===== src/rtl/vending_pkg.sv =====
// Shared types and constants for the vending controller.
// Prices and credit are counted in nickels throughout.
package vending_pkg;

  typedef enum logic {
    IDLE    = 1'b0,
    COLLECT = 1'b1
  } state_e;

  localparam logic [1:0] NICKEL_VAL = 2'd1;
  localparam logic [1:0] DIME_VAL   = 2'd2;

  // The price steps once per group of four items, selected by item_number[3:2].
  function automatic logic [2:0] price_nickels(input logic [3:0]  item_number,
                                               input int unsigned base,
                                               input int unsigned step);
    int unsigned p;
    p = base + step * int'(item_number >> 2);
    return p[2:0];
  endfunction

endpackage


===== src/rtl/vending_price_lut.sv =====
// Combinational item -> price lookup, with the price given in nickels.
module vending_price_lut
  import vending_pkg::*;
#(
  parameter int unsigned BASE_NICKELS = 2,
  parameter int unsigned STEP_NICKELS = 1
) (
  input  logic [3:0] item_i,
  output logic [2:0] price_o
);

  assign price_o = price_nickels(item_i, BASE_NICKELS, STEP_NICKELS);

endmodule


===== src/rtl/vending_machine.sv =====
// Coin-operated vending controller: accumulates nickel/dime credit against a
// price latched on the first coin, then pulses dispense and, when needed, change.
module vending_machine
  import vending_pkg::*;
#(
  parameter int unsigned BASE_NICKELS = 2,
  parameter int unsigned STEP_NICKELS = 1
) (
  input  logic       clock,
  input  logic       reset,
  input  logic [3:0] item_number,
  input  logic       nickel_in,
  input  logic       dime_in,
  output logic       nickel_out,
  output logic       dispense
);

  state_e     state_q, state_d;
  logic [2:0] credit_q, credit_d;
  logic [2:0] price_q, price_d;
  logic       dispense_q, dispense_d;
  logic       nickel_out_q, nickel_out_d;

  logic [2:0] lut_price;
  logic [2:0] eff_price;
  logic       coin_valid;
  logic [1:0] coin_val;
  logic [3:0] sum;

  vending_price_lut #(
    .BASE_NICKELS(BASE_NICKELS),
    .STEP_NICKELS(STEP_NICKELS)
  ) u_price_lut (
    .item_i (item_number),
    .price_o(lut_price)
  );

  // Both coin lines high at once is an invalid reading and counts as no coin.
  assign coin_valid = nickel_in ^ dime_in;
  assign coin_val   = dime_in ? DIME_VAL : NICKEL_VAL;
  assign eff_price  = (state_q == IDLE) ? lut_price : price_q;
  assign sum        = {1'b0, credit_q} + {2'b00, coin_val};

  always_comb begin
    // NOTE: every combinational output gets a default first so that no path leaves it unassigned (no latch).
    state_d      = state_q;
    credit_d     = credit_q;
    price_d      = price_q;
    dispense_d   = 1'b0;
    nickel_out_d = 1'b0;
    if (coin_valid) begin
      price_d = eff_price;
      if (sum < {1'b0, eff_price}) begin
        credit_d = sum[2:0];
        state_d  = COLLECT;
      end else begin
        credit_d     = '0;
        state_d      = IDLE;
        dispense_d   = 1'b1;
        nickel_out_d = (sum != {1'b0, eff_price});
      end
    end
  end

  // NOTE: state registers use non-blocking assignments so all flops update together on the edge.
  always_ff @(posedge clock or posedge reset) begin
    if (reset) begin
      state_q      <= IDLE;
      credit_q     <= '0;
      price_q      <= '0;
      dispense_q   <= 1'b0;
      nickel_out_q <= 1'b0;
    end else begin
      state_q      <= state_d;
      credit_q     <= credit_d;
      price_q      <= price_d;
      dispense_q   <= dispense_d;
      nickel_out_q <= nickel_out_d;
    end
  end

  assign dispense   = dispense_q;
  assign nickel_out = nickel_out_q;

endmodule


===== config.mk =====
export PLATFORM = sky130hd
export DESIGN_NAME = vending_machine
export DESIGN_NICKNAME = d
export VERILOG_FILES = /design/src/rtl/vending_pkg.sv /design/src/rtl/vending_price_lut.sv /design/src/rtl/vending_machine.sv
export SDC_FILE = /design/constraint.sdc
export NUM_CORES = 1
export LEC_CHECK = 0
export ABC_AREA = 0
export BUFFER_PORTS_ARGS = -buffer_cell sky130_fd_sc_hd__buf_4
export CAP_MARGIN = 20
export CORE_AREA = 2 2 39 41
export DETAILED_ROUTE_END_ITERATION = 8
export DIE_AREA = 0 0 41 43
export HOLD_SLACK_MARGIN = 0.12
export PLACE_DENSITY = 0.62
export SLEW_MARGIN = 20
export SYNTH_ARGS = -nofsm -noshare
export SYNTH_HDL_FRONTEND = slang
export SYNTH_SLANG_ARGS = --single-unit

===== constraint.sdc =====
create_clock -name clock -period 4.25 [get_ports clock]
set_clock_uncertainty 0.1 [all_clocks]
set_input_delay 1.0625 -clock clock [delete_from_list [all_inputs] [get_ports clock]]
set_output_delay 1.0625 -clock clock [all_outputs]
set_load 0.01 [all_outputs]

After elaboration in Yosys (flattened, before gate mapping)
Index checks and enable logic that the tools add are counted.
W data, S select, Z words.
{"block": "op_classes", "add_sub_neg": 2, "order_cmp": 1, "n_eq_ne": 1, "muxes": 8, "n_bitwise": 1}
{"op": "$mux W3", "count": 2}
{"op": "$mux W1", "count": 5}
{"op": "$add A3 B2 Y4", "count": 1}
{"op": "$lt A4 B3 Y1", "count": 1}
{"op": "$ne A4 B3 Y1", "count": 1}
{"op": "$add A2 B2 Y3 const A", "count": 1}
{"op": "$mux W2", "count": 1}
{"op": "$xor A1 B1 Y1", "count": 1}
{"block": "totals", "register_bits": 9}

Logic depth before layout (Yosys ltp)
{"block": "depth", "depth_word": 5, "depth_mapped": 8, "mapped_depth_nobuf": 8}

By module
A second synthesis with hierarchy kept.
{"block": "unflattened", "cells_unflattened": 54, "area_unflattened_um2": 554.3}
{"mod": "vending_machine", "n_inst": 1, "cells_each": 51, "area_per_inst_um2": 535.5, "seq_area_each_um2": 225.2}
{"mod": "vending_price_lut", "n_inst": 1, "cells_each": 3, "area_per_inst_um2": 18.8, "seq_area_each_um2": 0.0}

Worst setup path before layout
OpenSTA, ideal clock, no wires.
{"block": "synth_timing", "path_kind": "input -> register", "start": "input dime_in", "end": "register credit_q[2]", "setup_time_ns": 0.104, "t_arrival_ns": 2.755, "t_required_ns": 4.046, "path_slack_ns": 1.292, "stages": 8, "path_cell_list": "inv_1 -> ha_1 -> fa_1 -> xor2_1 -> ha_1 -> a21oi_1 -> o211ai_1 -> o311ai_1"}
{"block": "synth_via", "elab_chain_cells": 4}
{"element": "start: declaration", "line": "vending_machine.sv:13", "source": "input logic dime_in,"}
{"element": "$mux W2", "line": "vending_machine.sv:40", "source": "assign coin_val = dime_in ? DIME_VAL : NICKEL_VAL;"}
{"element": "$add A3 B2 Y4", "line": "vending_machine.sv:42", "source": "assign sum = {1'b0, credit_q} + {2'b00, coin_val};"}
{"element": "$lt A4 B3 Y1", "line": "vending_machine.sv:53", "source": "if (sum < {1'b0, eff_price}) begin"}
{"element": "$mux W3", "line": "vending_machine.sv:53"}
{"element": "end signal: assignment", "line": "vending_machine.sv:75", "source": "credit_q <= credit_d;"}
{"element": "end: declaration", "line": "vending_machine.sv:19", "source": "logic [2:0] credit_q, credit_d;"}
Parallel ways exist; a longest one is shown, timed or not.
A chain may end at the register's enable or synchronous reset.

Worst setup path after layout
Ends and elaborated chain as after synthesis.

==> reports/results.ini <==
[final_layout]
final_cell_mix=dfrtp_1, nor2_1, buf_4
syn2layout_area_growth_pct=18.8
n_antenna_cell=0
drive_above_1_share_pct=20.6
layout.nets=78
final_common_cell=dfrtp_1

[floorplanning]
die_x_um=41
ios=10
initial_core_util_pct=38.0
placementRows=14
die_h_um=43
die-area_um2=1760
core_area_um2=1380

[synth]
ys_types=23
syn-num-nets=66
synthTopCellsByArea=dfrtp_1, ha_1, nor2_1
ys_warn_count=0
synth_cells=52
ys_ff_latch=9
synth-seq-area-share_pct=42.9
yosysTopAreaCell=dfrtp_1
netlist_area_um2=526
synth_top_area_share_pct=42.9
syn_avg_cell_area_um2=10.1

[clock_network]
h-tree-depth=1
cts.reportedPaths.clkPinSlew_ps=70
cts_resized=0
cts_setup_buffers=0
cts_sinks=9
clock-root-buffer=clkbuf_4
cts-buffers-inserted=3
worstSkewPairLatency_ps=260
cts_tree=done
cts.path.max_buffers=2
cts_hold_buf=0

[global_route]
grt_pass1_wl_um=1640
antenna_found_initial=0
grt_pass1_vias=366
grt_usage_pct=14.5
grt_max_degree=10
grt.overflow.total=0

[sta]
worstMarginPinSlew_ps=534
final-setup-viol-count=0
slew_headroom_pct=64.1
period_needed_ps=3140
finalCritPeriodShare_pct=73.8
fmax_mhz=319
hold_viol_final=0
rsz0062_at_grt=false
slew_viol_final=0
fin_setup_tns_ps=0

[power_and_ir_drop]
ir_drop_mv=0.302
total_power_w=0.000434
p_leak_nw=0.299
power_density_nw_per_um2=695

[routing]
drt_wl_total_um=917
viasPerCell=4.99
drt_first_pass_iters=4
drc=0
first_iter_violations=5
ant_nets=0
vias=394
wire_per_inst_um=11.6

[outcome]
status=finished, final reports clean

[placed_design]
globalplace.congestion=0.768
hpwl_um=704
io_buffers=7

[hold_path]
min_path_type=reg2reg
worstHoldStart=credit_q[0]

[worst_setup_path]
crit_start=dime_in
crit_fanout=5
cp-end-kind=flip-flop
cp_data_arrival_time_ps=3190
cpPeakStageDelay_ps=420
crit_top_cell=ha_1
cp-start-kind=input pin
path_cells=buf_4 -> inv_1 -> ha_1 -> fa_1 -> xor2_1 -> ha_1 -> a21oi_1 -> o211ai_1 -> o311ai_1
cp_slowest_cell=fa_1
setup.worst_path.class=in2reg
cp.required_ps=4300
reg2reg_from=credit_q[0]

[job]
maxCapViolations=0

## path summary, 6_finish.rpt
path / endpoint / slack [ps] / depth (start not counted)
max in group asynchronous: nickel_out / 3110 / 2
max: credit_q[2] / 1110 / 9
max reg2reg: credit_q[2] / 1720 / 7
min reg2reg: credit_q[0] / 390 / 2
min in group asynchronous: price_q[0] / 660 / 2
min: credit_q[0] / 390 / 2
## cells by family after synthesis
group           synth area share [%]
fa+ha+maj                       15.7
xor+xnor                        6.43
mux                             4.05
compound gates                  14.3
simple gates                    13.8
flops                           42.9
buf+inv                         2.86
## power breakdown
part / switching, W / internal, W / total (W)
Sequential: 0.0000246 / 0.000122 / 0.000147
Combinational: 0.000121 / 0.0000989 / 0.000220
Clock: 0.0000304 / 0.0000362 / 0.0000665
## cell usage after synthesis, drive strengths merged
library cell	n
a21oi	5
a32oi	1
and2	1
dfrtp	9
fa	1
ha	5
inv	4
mux2	1
mux2i	1
nand2	5
nand3b	1
nand4	1
nor2	7
nor2b	1
o211ai	1
o21a	1
o21ai	2
o311ai	1
o31ai	1
xnor2	1
xor2	2
## metrics by stage
| stage | hold WS [ps] | std cells | instance area, um2 | setup slack, ps | utilization, % |
|---|---|---|---|---|---|
| 2_1_floorplan | 353 | 52 | 526 | 1290 | - |
| 3_3_place_gp | 376 | 75 | 598 | 911 | 43.2 |
| 3_5_place_dp | 378 | 75 | 598 | 870 | 43.2 |
| 4_1_cts | 394 | 79 | 624 | 1130 | 45.1 |
| 5_1_grt | 451 | 79 | 624 | 976 | 45.1 |
| 6_report | 391 | 79 | 624 | 1110 | 45.1 |
## cell type report
cell class	instances	area [um2]
multi-input combinational	39	285
fill	136	759
timing repair buffer	7	52.6
tap	16	20.0
clock buffer	4	26.3
inverter	4	15.0
sequential	9	225
## registers in the layout, summed over array words and instances (netlist names)
| register | flops |
|---|---|
| credit_q | 3 |
| price_q | 3 |
| state_q | 1 |
| nickel_out | 1 |
| dispense | 1 |
## per-layer routing
metal / vias to the layer above / wire [um] / GRT usage, %
met5: - / 0 / 0
met4: 0 / 8 / 8.00
met3: 2 / 48 / 7.85
met2: 14 / 392 / 17.2
met1: 175 / 467 / 20.2
li1: 203 / - / -
## critical path, delay by kind of cell
| family | cells | cell delay, ps |
|---|---|---|
| XOR/XNOR | 1 | 190 |
| adder cells (fa/ha/maj) | 3 | 950 |
| buffers and inverters | 2 | 180 |
| AO/OA/AOI/OAI | 3 | 810 |
Note: power is estimated with default switching activity, not from simulation.
